### src/rtl/duck_flock_ctl.sv
// duck_flock_ctl
// ----------------------------------------------------------------------------
// Game controller for N_DUCKS independent ducks that share one animation and
// state timebase. It sequences rounds, counts hits, and runs a light-gun
// flash-probe sequencer. The sequencer lights one duck's target box per frame
// and attributes each trigger pull to at most one duck.
//
// Ports:
//   pclk          pixel clock, the only clock
//   rst_n         synchronous active-low reset
//   vsync         one-pclk pulse at frame start
//   a_period      vsyncs per animation tick (0 behaves as 1)
//   s_period      vsyncs per state tick (0 behaves as 1)
//   round_start   pulse: launch every duck (overrides everything else)
//   trigger       pulse: gun fired
//   sensor        gun photodiode, high = bright
//   video_active  high during active pixels
//   x_flat        duck k x position at [11k+10:11k]
//   y_flat        duck k y position at [11k+10:11k]
//   state_flat    duck k state code at [3k+2:3k]
//   invert_flat   duck k sprite mirrored (moving left)
//   frame         shared animation frame 0..3
//   flash_en      draw white target box for flash_id
//   flash_id      duck currently under probe
//   hits          hits this round, saturating at 255
//   busy          round in progress
//   round_done    one-pclk pulse when the last duck reaches DEAD
// ----------------------------------------------------------------------------
module duck_flock_ctl #(
  parameter int N_DUCKS    = 2,
  parameter int ID_W       = 3,
  parameter int SCREEN_W   = 1024,
  parameter int GROUND_Y   = 576,
  parameter int SPRITE_W   = 128,
  parameter int SPRITE_H   = 128,
  parameter int SPEED      = 4,
  parameter int FALL_SPEED = 8,
  parameter int FLY_TICKS  = 200,
  parameter int HIT_HOLD   = 8
) (
  input  logic                   pclk,
  input  logic                   rst_n,
  input  logic                   vsync,
  input  logic [7:0]             a_period,
  input  logic [7:0]             s_period,
  input  logic                   round_start,
  input  logic                   trigger,
  input  logic                   sensor,
  input  logic                   video_active,
  output logic [N_DUCKS*11-1:0]  x_flat,
  output logic [N_DUCKS*11-1:0]  y_flat,
  output logic [N_DUCKS*3-1:0]   state_flat,
  output logic [N_DUCKS-1:0]     invert_flat,
  output logic [1:0]             frame,
  output logic                   flash_en,
  output logic [ID_W-1:0]        flash_id,
  output logic [7:0]             hits,
  output logic                   busy,
  output logic                   round_done
);

  localparam logic [10:0] X_MAX = 11'(SCREEN_W - SPRITE_W);
  localparam logic [10:0] Y_MAX = 11'(GROUND_Y - SPRITE_H);
  localparam logic [10:0] SPD   = 11'(SPEED);
  localparam logic [10:0] FSPD  = 11'(FALL_SPEED);
  localparam int          T_W   = $clog2(FLY_TICKS + 1);
  localparam int          H_W   = $clog2(HIT_HOLD + 1);
  localparam logic [T_W-1:0] AGE_LAST  = T_W'(FLY_TICKS - 1);
  localparam logic [H_W-1:0] HOLD_LAST = H_W'(HIT_HOLD - 1);

  typedef enum logic [2:0] {
    S_IDLE   = 3'd0,
    S_FLY    = 3'd1,
    S_HIT    = 3'd2,
    S_FALL   = 3'd3,
    S_DEAD   = 3'd4,
    S_ESCAPE = 3'd5
  } duck_state_t;

  typedef enum logic [1:0] {
    P_IDLE  = 2'd0,
    P_WAIT  = 2'd1,
    P_PROBE = 2'd2
  } probe_state_t;

  // Timebase
  logic [7:0]  a_cnt_reg, s_cnt_reg;
  logic        a_tick_reg, s_tick_reg;
  logic [1:0]  frame_reg;
  logic [15:0] lfsr_reg;
  logic        lfsr_fb;
  logic [7:0]  a_last, s_last;

  // Per-duck state
  duck_state_t    state_reg [N_DUCKS];
  logic [10:0]    x_reg     [N_DUCKS];
  logic [10:0]    y_reg     [N_DUCKS];
  logic [T_W-1:0] age_reg   [N_DUCKS];
  logic [H_W-1:0] hold_reg  [N_DUCKS];
  logic [N_DUCKS-1:0] left_reg;
  logic [N_DUCKS-1:0] up_reg;

  // Probe sequencer and round bookkeeping
  probe_state_t    probe_reg;
  logic [ID_W-1:0] probe_idx_reg;
  logic            latch_reg;
  logic            flash_en_reg;
  logic [ID_W-1:0] flash_id_reg;
  logic [7:0]      hits_reg;
  logic            busy_reg;
  logic            round_done_reg;

  // Derived combinational views
  logic [9:0]         rot_bits     [N_DUCKS];
  logic [10:0]        launch_x     [N_DUCKS];
  logic [N_DUCKS-1:0] launch_right;
  logic [N_DUCKS-1:0] fly_mask, dead_mask, sel_mask, hit_mask;
  logic               probe_fly, all_dead, hit_now;
  logic               any_fly, next_ok;
  logic [ID_W-1:0]    low_fly, next_fly;

  assign lfsr_fb = lfsr_reg[15] ^ lfsr_reg[13] ^ lfsr_reg[12] ^ lfsr_reg[10];

  // A period of 0 behaves like 1: tick on every vsync.
  assign a_last = (a_period == 8'd0) ? 8'd0 : a_period - 8'd1;
  assign s_last = (s_period == 8'd0) ? 8'd0 : s_period - 8'd1;

  // The probe hits only if the duck under test is still flying when the
  // frame that showed its target box ends.
  assign hit_now = (probe_reg == P_PROBE) && vsync && latch_reg && probe_fly;
  assign probe_fly = |(fly_mask & sel_mask);
  assign all_dead  = &dead_mask;

  generate
    for (genvar gi = 0; gi < N_DUCKS; gi++) begin : g_duck
      // Each duck samples the LFSR rotated right by its own index, so ducks
      // launched on the same cycle start at different x positions.
      for (genvar bi = 0; bi < 10; bi++) begin : g_rot
        assign rot_bits[gi][bi] = lfsr_reg[(bi + gi) % 16];
      end
      assign launch_x[gi]     = 11'({22'd0, rot_bits[gi]} % {21'd0, X_MAX});
      assign launch_right[gi] = lfsr_reg[gi];

      assign fly_mask[gi]  = (state_reg[gi] == S_FLY);
      assign dead_mask[gi] = (state_reg[gi] == S_DEAD);
      assign sel_mask[gi]  = (probe_idx_reg == ID_W'(gi));
      assign hit_mask[gi]  = hit_now && sel_mask[gi];

      assign x_flat[11*gi +: 11]   = x_reg[gi];
      assign y_flat[11*gi +: 11]   = y_reg[gi];
      assign state_flat[3*gi +: 3] = state_reg[gi];
    end
  endgenerate

  // Lowest flying duck overall and lowest flying duck above the probe index.
  always_comb begin
    any_fly  = 1'b0;
    low_fly  = '0;
    next_ok  = 1'b0;
    next_fly = '0;
    for (int k = N_DUCKS - 1; k >= 0; k--) begin
      if (fly_mask[k]) begin
        any_fly = 1'b1;
        low_fly = ID_W'(k);
        if (k > int'(probe_idx_reg)) begin
          next_ok  = 1'b1;
          next_fly = ID_W'(k);
        end
      end
    end
  end

  always_ff @(posedge pclk) begin
    if (!rst_n) begin
      a_cnt_reg      <= 8'd0;
      s_cnt_reg      <= 8'd0;
      a_tick_reg     <= 1'b0;
      s_tick_reg     <= 1'b0;
      frame_reg      <= 2'd0;
      lfsr_reg       <= 16'hACE1;
      probe_reg      <= P_IDLE;
      probe_idx_reg  <= '0;
      latch_reg      <= 1'b0;
      flash_en_reg   <= 1'b0;
      flash_id_reg   <= '0;
      hits_reg       <= 8'd0;
      busy_reg       <= 1'b0;
      round_done_reg <= 1'b0;
      left_reg       <= '0;
      up_reg         <= '0;
      for (int k = 0; k < N_DUCKS; k++) begin
        state_reg[k] <= S_IDLE;
        x_reg[k]     <= 11'd0;
        y_reg[k]     <= 11'd0;
        age_reg[k]   <= '0;
        hold_reg[k]  <= '0;
      end
    end else begin
      lfsr_reg <= {lfsr_reg[14:0], lfsr_fb};

      // Dividers: the tick is registered, so it appears one pclk after the
      // vsync that completes the period.
      a_tick_reg <= 1'b0;
      s_tick_reg <= 1'b0;
      if (vsync) begin
        if (a_cnt_reg >= a_last) begin
          a_cnt_reg  <= 8'd0;
          a_tick_reg <= 1'b1;
        end else begin
          a_cnt_reg <= a_cnt_reg + 8'd1;
        end
        if (s_cnt_reg >= s_last) begin
          s_cnt_reg  <= 8'd0;
          s_tick_reg <= 1'b1;
        end else begin
          s_cnt_reg <= s_cnt_reg + 8'd1;
        end
      end

      if (a_tick_reg) frame_reg <= frame_reg + 2'd1;

      round_done_reg <= 1'b0;

      if (round_start) begin
        // Launch overrides probe, hits and any motion in this cycle.
        for (int k = 0; k < N_DUCKS; k++) begin
          state_reg[k] <= S_FLY;
          x_reg[k]     <= launch_x[k];
          y_reg[k]     <= Y_MAX;
          age_reg[k]   <= '0;
          hold_reg[k]  <= '0;
        end
        left_reg     <= ~launch_right;
        up_reg       <= '1;
        hits_reg     <= 8'd0;
        busy_reg     <= 1'b1;
        probe_reg    <= P_IDLE;
        flash_en_reg <= 1'b0;
        latch_reg    <= 1'b0;
      end else begin
        case (probe_reg)
          P_IDLE: begin
            if (trigger && any_fly) begin
              probe_reg     <= P_WAIT;
              probe_idx_reg <= low_fly;
            end
          end
          P_WAIT: begin
            if (vsync) begin
              probe_reg    <= P_PROBE;
              flash_en_reg <= 1'b1;
              flash_id_reg <= probe_idx_reg;
              latch_reg    <= 1'b0;
            end
          end
          P_PROBE: begin
            if (vsync) begin
              if (hit_now) begin
                hits_reg     <= (hits_reg == 8'hFF) ? hits_reg : hits_reg + 8'd1;
                flash_en_reg <= 1'b0;
                probe_reg    <= P_IDLE;
              end else if (next_ok) begin
                probe_idx_reg <= next_fly;
                flash_id_reg  <= next_fly;
                latch_reg     <= 1'b0;
              end else begin
                flash_en_reg <= 1'b0;
                probe_reg    <= P_IDLE;
              end
            end else if (sensor && video_active) begin
              latch_reg <= 1'b1;
            end
          end
          default: probe_reg <= P_IDLE;
        endcase

        for (int k = 0; k < N_DUCKS; k++) begin
          if (hit_mask[k]) begin
            // A hit in the same cycle as an s-tick freezes the duck.
            state_reg[k] <= S_HIT;
            hold_reg[k]  <= '0;
          end else if (s_tick_reg) begin
            case (state_reg[k])
              S_FLY: begin
                age_reg[k] <= age_reg[k] + 1'b1;
                if (age_reg[k] == AGE_LAST) state_reg[k] <= S_ESCAPE;
                if (!left_reg[k]) begin
                  if (x_reg[k] + SPD >= X_MAX) begin
                    x_reg[k]    <= X_MAX;
                    left_reg[k] <= 1'b1;
                  end else begin
                    x_reg[k] <= x_reg[k] + SPD;
                  end
                end else if (x_reg[k] <= SPD) begin
                  x_reg[k]    <= 11'd0;
                  left_reg[k] <= 1'b0;
                end else begin
                  x_reg[k] <= x_reg[k] - SPD;
                end
                if (up_reg[k]) begin
                  if (y_reg[k] <= SPD) begin
                    y_reg[k]  <= 11'd0;
                    up_reg[k] <= 1'b0;
                  end else begin
                    y_reg[k] <= y_reg[k] - SPD;
                  end
                end else if (y_reg[k] + SPD >= Y_MAX) begin
                  y_reg[k]  <= Y_MAX;
                  up_reg[k] <= 1'b1;
                end else begin
                  y_reg[k] <= y_reg[k] + SPD;
                end
              end
              S_ESCAPE: begin
                if (y_reg[k] < SPD) begin
                  y_reg[k]     <= 11'd0;
                  state_reg[k] <= S_DEAD;
                end else begin
                  y_reg[k] <= y_reg[k] - SPD;
                end
              end
              S_HIT: begin
                hold_reg[k] <= hold_reg[k] + 1'b1;
                if (hold_reg[k] == HOLD_LAST) state_reg[k] <= S_FALL;
              end
              S_FALL: begin
                if (y_reg[k] + FSPD >= Y_MAX) begin
                  y_reg[k]     <= Y_MAX;
                  state_reg[k] <= S_DEAD;
                end else begin
                  y_reg[k] <= y_reg[k] + FSPD;
                end
              end
              default: ;
            endcase
          end
        end

        if (busy_reg && all_dead) begin
          busy_reg       <= 1'b0;
          round_done_reg <= 1'b1;
        end
      end
    end
  end

  assign invert_flat = left_reg;
  assign frame       = frame_reg;
  assign flash_en    = flash_en_reg;
  assign flash_id    = flash_id_reg;
  assign hits        = hits_reg;
  assign busy        = busy_reg;
  assign round_done  = round_done_reg;

endmodule

### config.mk
export PLATFORM = sky130hd
export DESIGN_NAME = duck_flock_ctl
export DESIGN_NICKNAME = d
export VERILOG_FILES = /design/src/rtl/duck_flock_ctl.sv
export SDC_FILE = /design/constraint.sdc
export NUM_CORES = 1
export LEC_CHECK = 0
export CORE_MARGIN = 8
export CORE_UTILIZATION = 40
export CTS_CLUSTER_DIAMETER = 80
export DETAILED_ROUTE_END_ITERATION = 10
export PLACE_DENSITY_LB_ADDON = 0.15
export SLEW_MARGIN = 30
export SYNTH_ARGS = -nofsm -noshare
export SYNTH_HDL_FRONTEND = slang
export SYNTH_SLANG_ARGS = --single-unit
### constraint.sdc
create_clock -name pclk -period 3.6 [get_ports pclk]
set_clock_uncertainty 0.2 [all_clocks]
set_input_delay 0.36 -clock pclk [delete_from_list [all_inputs] [get_ports pclk]]
set_output_delay 0.36 -clock pclk [all_outputs]
set_load 0.02 [all_outputs]
### Word level (Yosys, flattened, before mapping)

Memories as Yosys holds them, arrays and structs flattened.
Cells that the tools add are included.

* register bits: 60
* memory bits (writable): 74
* output and inout port bits: 68
* memories kept: 5

Memories
* x_reg: depth 2, width 11, read ports 2, clocked after memory_dff 0, write ports 2, line 96 `logic [10:0] x_reg [N_DUCKS];`
* y_reg: depth 2, width 11, read ports 2, clocked after memory_dff 0, write ports 2, line 97 `logic [10:0] y_reg [N_DUCKS];`
* age_reg: depth 2, width 8, read ports 2, clocked after memory_dff 0, write ports 2, line 98 `logic [T_W-1:0] age_reg [N_DUCKS];`
* hold_reg: depth 2, width 4, read ports 2, clocked after memory_dff 0, write ports 2, line 99 `logic [H_W-1:0] hold_reg [N_DUCKS];`
* state_reg: depth 2, width 3, read ports 2, clocked after memory_dff 0, write ports 2, line 95 `duck_state_t state_reg [N_DUCKS];`

* add/sub/neg operators: 20
* div/mod/pow operators: 2
* $lt $le $gt $ge: 15
* equality and inequality tests: 29
* muxes and demuxes: 356
* bitwise operators: 58
* reductions and logical operators: 30

Operator list (number)
* $mux W11: 28
* $mux W1: 284
* $mod A10 B10 Y32 const B: 2
* $mux W8: 8
* $mux W3: 18
* $or A1 B1 Y1: 50
* $add A11 B3 Y11 const B: 4
* $ge A11 B9 Y1 const B: 4
* $le A11 B3 Y1 const B: 4
* $sub A11 B3 Y11 const B: 4
* $add A8 B1 Y8 const B: 5
* $eq A8 B8 Y1 const B: 3
* $mux W4: 6
* $add A11 B4 Y11 const B: 2
* $ge A11 B10 Y1 const B: 2
* $lt A11 B3 Y1 const B: 2
* $ge A8 B8 Y1: 2
* $logic_not A8 Y1: 2
* $sub A8 B1 Y8 const B: 2
* $mux W2: 7
* $ne A2 B2 Y1 const B: 7
* $eq A3 B2 Y1 const B: 4
* $eq A3 B3 Y1 const B: 4
* $pmux W3 S2: 2
* 25 further kinds: 54

### Longest topological paths before layout

Gate-level depths: netlist of run 1.
An unclocked memory read counts as a cell.

* word-level depth: 18
* depth in mapped cells: 13

### Worst setup path after synthesis of run 1

OpenSTA, ideal clock, no wires.

* path kind: input -> register
* start: input s_period[0]
* end: register s_tick_reg
* library setup time: 0.131 ns
* arrival: 2.795 ns
* slack: 0.474 ns
* stages: 13
* buffers on the path: 0
* path through: inv_1 -> ha_1 -> nand2_1 -> or2_2 -> or4_1 -> and2_1 -> ha_1 -> nand2b_1 -> a21o_1 -> a21o_1 -> a21oi_1 -> o21ai_1 -> nor4b_1

* word-level cells in the longest chain between the ends: 4
* elaborated cells on any way between the ends: 5
* those cells by class: add/sub: 1; order compare: 1; mux: 2; reduce/logical: 1

Ends and longest elaborated chain
* from (decl): line 45 `input logic [7:0] s_period,`
* $sub A8 B1 Y8 or $logic_not A8 Y1 (tied branches): line 126 `assign s_last = (s_period == 8'd0) ? 8'd0 : s_period - 8'd1;`
* $mux W8 *: line 126
* $ge A8 B8 Y1 *: line 212 `if (s_cnt_reg >= s_last) begin`
* $mux W1 *: line 212
* to (signal assigned): line 178 `s_tick_reg <= 1'b0;`
* to (signal assigned): line 204 `s_tick_reg <= 1'b0;`
* to (signal assigned): line 214 `s_tick_reg <= 1'b1;`
* to (decl): line 88 `logic a_tick_reg, s_tick_reg;`

Mark *: on every way between the ends. The rest lies on a longest branch, timed or not.
A chain may end at the register's enable or synchronous reset.

### Worst setup path in the final report of run 1

Same ends and word-level chain as after synthesis.

==> impl_metrics.json, run 1 <==
{
  "hold_start": "lfsr_reg[14]",
  "fin_crit_ps": 3310,
  "synth_ff_type": "edfxtp_1",
  "netlist_area_um2": 8760,
  "synthTopCellsByArea": "edfxtp_1, dfxtp_1, ha_1",
  "die_height_um": 164,
  "initial_utilization_pct": 40.4,
  "first_iter_violations": 428,
  "instances_no_fill": 1369,
  "final_core_util_pct": 48.2,
  "cts_htree_levels": 4,
  "fp-row-count": 54,
  "drt-total-wl_um": 22800,
  "route.detailed.drc": 0,
  "yosysTopAreaCellShare_pct": 24.0,
  "cp_top_family": "simple AND/OR/NAND/NOR gates",
  "overflow": 0,
  "required_ps": 3710,
  "cp_max_fo": 9,
  "worstSetupPathType": "in2reg",
  "fin_crit_sh_pct": 91.9,
  "grt_max_degree": 36,
  "synth_cells": 993,
  "timing.fmax_mhz": 302,
  "cts-root-buf": "clkbuf_16",
  "hold_path_class": "reg2reg",
  "critical_path.startpoint": "s_period[0]",
  "postSynthAreaPerCell_um2": 8.83,
  "ant_nets": 0,
  "grt_pass1_wl_um": 37500,
  "gp_congestion": 0.847,
  "dp_hpwl_um": 16800,
  "start_kind": "input pin",
  "finalNetCount": 1146,
  "synth_cell_types": 91,
  "grt_pass1_vias": 7275,
  "vias": 7583,
  "cts.clk_slew.worst_paths_ps": 60,
  "p_per_area_nw_per_um2": 379,
  "cap_violations": 0,
  "dieArea_um2": 26900,
  "critPathCaptureType": "flip-flop",
  "via_per_inst": 5.54,
  "status": "complete, no violations",
  "antenna_cells": 0,
  "cts_tree": "done",
  "yosysTopAreaCell": "edfxtp_1",
  "io_pins": 91,
  "firstDrtPassIters": 7,
  "max_stage_delay_ps": 520,
  "dp.cells": 1337,
  "worst_pin_slew_ps": 656,
  "drive_gt1_share_pct": 7.25,
  "crit-reg2reg-launch": "y_reg[0][4]",
  "cts_resized": 0,
  "antenna_found_initial": 0,
  "post-cts-setup-buffers": 0,
  "path_buf_inv": 2,
  "final_cell_mix": "nor2_1, nand2_1, clkdlybuf4s50_1, edfxtp_1",
  "port_buffers": 84,
  "fp.dieW_um": 164,
  "finalHoldViolCount": 0,
  "layout_commonest_cell": "nor2_1",
  "synth_edf_count": 70,
  "setup_violations": 0,
  "grt_use_total_pct": 17.2,
  "area_growth_pct": 19.3,
  "power_leakage_nw": 4.00,
  "ir_drop_mv": 0.343,
  "worstSkewPairLatency_ps": 420,
  "worstPathArrival_ps": 3420,
  "ys_seq_elements": 126,
  "ys_seq_area_share_pct": 36.8,
  "core_um2": 21700,
  "cts_buffers": 17,
  "hold_buffers": 0,
  "slowest_stage": "o21ai_1",
  "slew_headroom_pct": 56.0,
  "routedWlPerCell_um": 16.6,
  "drv_slew": 0,
  "power_mw": 3.96,
  "largest_register_ffs": 22,
  "cts.sinks": 126,
  "ys_warn_count": 0,
  "clockBufferDepth": 2,
  "rsz0062_at_grt": "false",
  "async_flop_share_pct": 0,
  "crit_chain": "clkdlybuf4s50_1, inv_1, ha_1, nand2_1, or2_2, or4_1, and2_1, ha_1, nand2b_1, a21o_1, a21o_1, a21oi_1, o21ai_1, nor4b_1"
}
[per-layer routing]
layer	track usage (%)	up-vias	routed length [um]
met3	3.83	18	1090
met5	0	-	0
met2	27.6	165	10600
li1	-	3793	-
met4	4.05	0	214
met1	23.1	3607	10900
[power breakdown]
| part | internal, mW | switching, mW |
|---|---|---|
| combinational | 0.284 | 0.332 |
| clock | 0.982 | 0.623 |
| sequential | 1.60 | 0.139 |
| total | 2.87 | 1.09 |
[stage by stage]
step	area (um^2)	setup TNS (ps)	setup slack [ps]	hold slack [ps]
after global placement	9920	-277	-88.0	189
after detailed placement	9920	-710	-139	194
after floorplan	8780	0	474	186
final	10500	0	291	209
after CTS	10500	0	280	210
after global routing	10500	0	88.0	226
[worst paths after layout]
kind	to	slack (ps)	depth (start not counted)
setup reg to reg	y_reg[0][8]	700	7
hold reg to reg	lfsr_reg[15]	210	1
setup / recovery	s_tick_reg	290	14
hold / removal	lfsr_reg[15]	210	1
[logic make-up after synthesis]
family                   count (synthesis)  synth area share [%]
AND/OR/NAND/NOR                        431                  26.0
AO/OA/AOI/OAI                          209                  16.7
flip-flops                             126                  36.8
buffers and inverters                   87                  4.41
XOR/XNOR                                80                  7.99
adder cells (fa/ha/maj)                 47                  6.71
multiplexers                            12                  1.40
other                                    1                0.0428
[area by class of cell]
class	instances	area, um^2
clock buffer	25	475
clock inverter	7	62.6
fill	2094	11200
inverter	36	135
multi-input combinational	785	5170
sequential	126	3220
tap	280	350
timing repair buffer	110	1040
[Yosys cell counts (all sizes together) (4+ instances only)]
cell	instances
nor2	102
nand2	93
edfxtp	70
dfxtp	56
nand3	56
o21ai	52
ha	47
xor2	47
a21oi	35
inv	35
and3	34
xnor2	33
buf	32
nor3	22
clkbuf	19
nand2b	19
o211ai	19
a211oi	17
or3	15
and2	14
nand4	14
nor2b	12
a31oi	11
mux2i	10
nor3b	8
nor4	7
a21boi	6
a21o	6
a22oi	6
o21a	6
a211o	5
and4	5
or2	5
a221oi	4
and3b	4
and4b	4
nand4b	4
nor4b	4
o2bb2ai	4
No activity file was read; power rests on OpenSTA's default activity.
==> run 2, diff against run 1 <==
- CAP_MARGIN: default -> 20
- CTS_BUF_LIST: default -> sky130_fd_sc_hd__clkbuf_4 sky130_fd_sc_hd__clkbuf_8
- clock period: 3.6 -> 3.9 ns (I/O delays scaled with it)
==> run 2 against run 1 <==
Clock-buffer cell count decreased by 4. Register-to-register slack better by 200 ps. Setup slack better by 140 ps. Design area fell by 1.9%.
==> impl_metrics.json, run 2 (synthesis gave the netlist of run 1 again) <==
{
  "status": "complete, no violations",
  "dp_hpwl_um": 16600,
  "final_cell_mix": "nor2_1, nand2_1, clkdlybuf4s50_1, edfxtp_1",
  "worstPathArrival_ps": 3580,
  "first_iter_violations": 415,
  "ant_nets": 0,
  "path_buf_inv": 2,
  "worstSkewPairLatency_ps": 440,
  "finalHoldViolCount": 0,
  "clockBufferDepth": 2,
  "drv_slew": 0,
  "firstDrtPassIters": 5,
  "start_kind": "input pin",
  "cap_violations": 0,
  "max_stage_delay_ps": 540,
  "hold_path_class": "reg2reg",
  "drt-total-wl_um": 22500,
  "antenna_found_initial": 0,
  "port_buffers": 84,
  "setup_violations": 0,
  "slowest_stage": "o21ai_1",
  "antenna_cells": 0,
  "fp.dieW_um": 164,
  "cts_tree": "done",
  "post-cts-setup-buffers": 0,
  "overflow": 0,
  "dp_slack_ps": 12.9,
  "power_leakage_nw": 3.89,
  "grt_max_degree": 36,
  "fin_worst_hold_slack_ps": 226,
  "power_mw": 3.45,
  "die_height_um": 164,
  "gp_congestion": 0.862,
  "rsz0062_at_grt": "false",
  "finalNetCount": 1133,
  "io_pins": 91,
  "critPathCaptureType": "flip-flop",
  "cts-root-buf": "clkbuf_8",
  "cts_htree_levels": 4,
  "fp-row-count": 54,
  "core_um2": 21700,
  "cp_top_family": "simple AND/OR/NAND/NOR gates",
  "route.detailed.drc": 0,
  "timing.fmax_mhz": 289,
  "dieArea_um2": 26900,
  "largest_register_ffs": 22,
  "setup_slack_ps": 435,
  "layout_commonest_cell": "nor2_1",
  "worstSetupPathType": "in2reg",
  "initial_utilization_pct": 40.4,
  "drive_gt1_share_pct": 6.60,
  "grt_pass1_wl_um": 36100,
  "cts.sinks": 126,
  "grt_pass1_vias": 6965,
  "p_per_area_nw_per_um2": 336,
  "grt_use_total_pct": 16.7,
  "area_growth_pct": 17.1,
  "slew_headroom_pct": 54.8,
  "worst_pin_slew_ps": 673,
  "ir_drop_mv": 0.245,
  "setup_tns_ps": 0,
  "routedWlPerCell_um": 16.6,
  "cts.clk_slew.worst_paths_ps": 70,
  "via_per_inst": 5.53,
  "hold_buffers": 0,
  "cts_buffers": 17,
  "cts_resized": 0,
  "required_ps": 4010,
  "instances_no_fill": 1356,
  "crit_chain": "clkdlybuf4s50_1, inv_1, ha_1, nand2_1, or2_2, or4_1, and2_1, ha_1, nand2b_1, a21o_1, a21o_1, a21oi_1, o21ai_1, nor4b_1",
  "dp.cells": 1324,
  "vias": 7498,
  "cp_max_fo": 9,
  "fin_crit_ps": 3460,
  "fin_crit_sh_pct": 88.8
}
run 2: cell count changes in the layout (fill, tap and decap cells not counted), sizes merged:
cell	previous run	this run
buf	26	13
clkbuf	25	21
bufinv	1	4
clkinv	5	7
inv	37	35
clkinvlp	0	1
run 2: power breakdown:
part | total [mW] | leakage, nW | internal (mW) | switching [mW]
sequential | 1.61 | 1.23 | 1.48 | 0.130
clock | 1.28 | 0.224 | 0.742 | 0.542
combinational | 0.555 | 2.44 | 0.255 | 0.300
run 2: layout make-up:
type / instances / area (um^2)
multi-input cells: 785 / 5170
repair buffers: 97 / 938
inverters: 36 / 135
well taps: 280 / 350
fillers: 2052 / 11400
flip-flops and latches: 126 / 3220
clock buffers: 21 / 277
clock inverters: 11 / 164
run 2: per-stage QoR:
stage / util [%] / area [um^2]
final: 47.3 / 10300
after detailed placement: 45.3 / 9820
after floorplan: - / 8780
after global routing: 47.3 / 10300
after global placement: 45.3 / 9820
after CTS: 47.3 / 10300
run 2: per-layer routing:
layer / up-vias / GRT usage, % / wire (um)
li1: 3759 / - / -
met2: 152 / 27.2 / 10400
met4: 0 / 3.93 / 147
met3: 12 / 3.28 / 1060
met5: - / 0 / 0
met1: 3575 / 22.4 / 10900
run 2: worst register-to-register path, delay by kind of cell, from the launching register on:
kind | cells | cell delay [ps]
DFF | 1 | 520
and+or+nand+nor | 4 | 1920
run 2: path summary, 6_finish.rpt:
kind / start / to / slack (ps) / cells past startpoint
max: s_period[0] / s_tick_reg / 440 / 14
min: lfsr_reg[14] / lfsr_reg[15] / 230 / 1
max reg2reg: s_tick_reg / y_reg[0][10] / 900 / 4
min reg2reg: lfsr_reg[14] / lfsr_reg[15] / 230 / 1
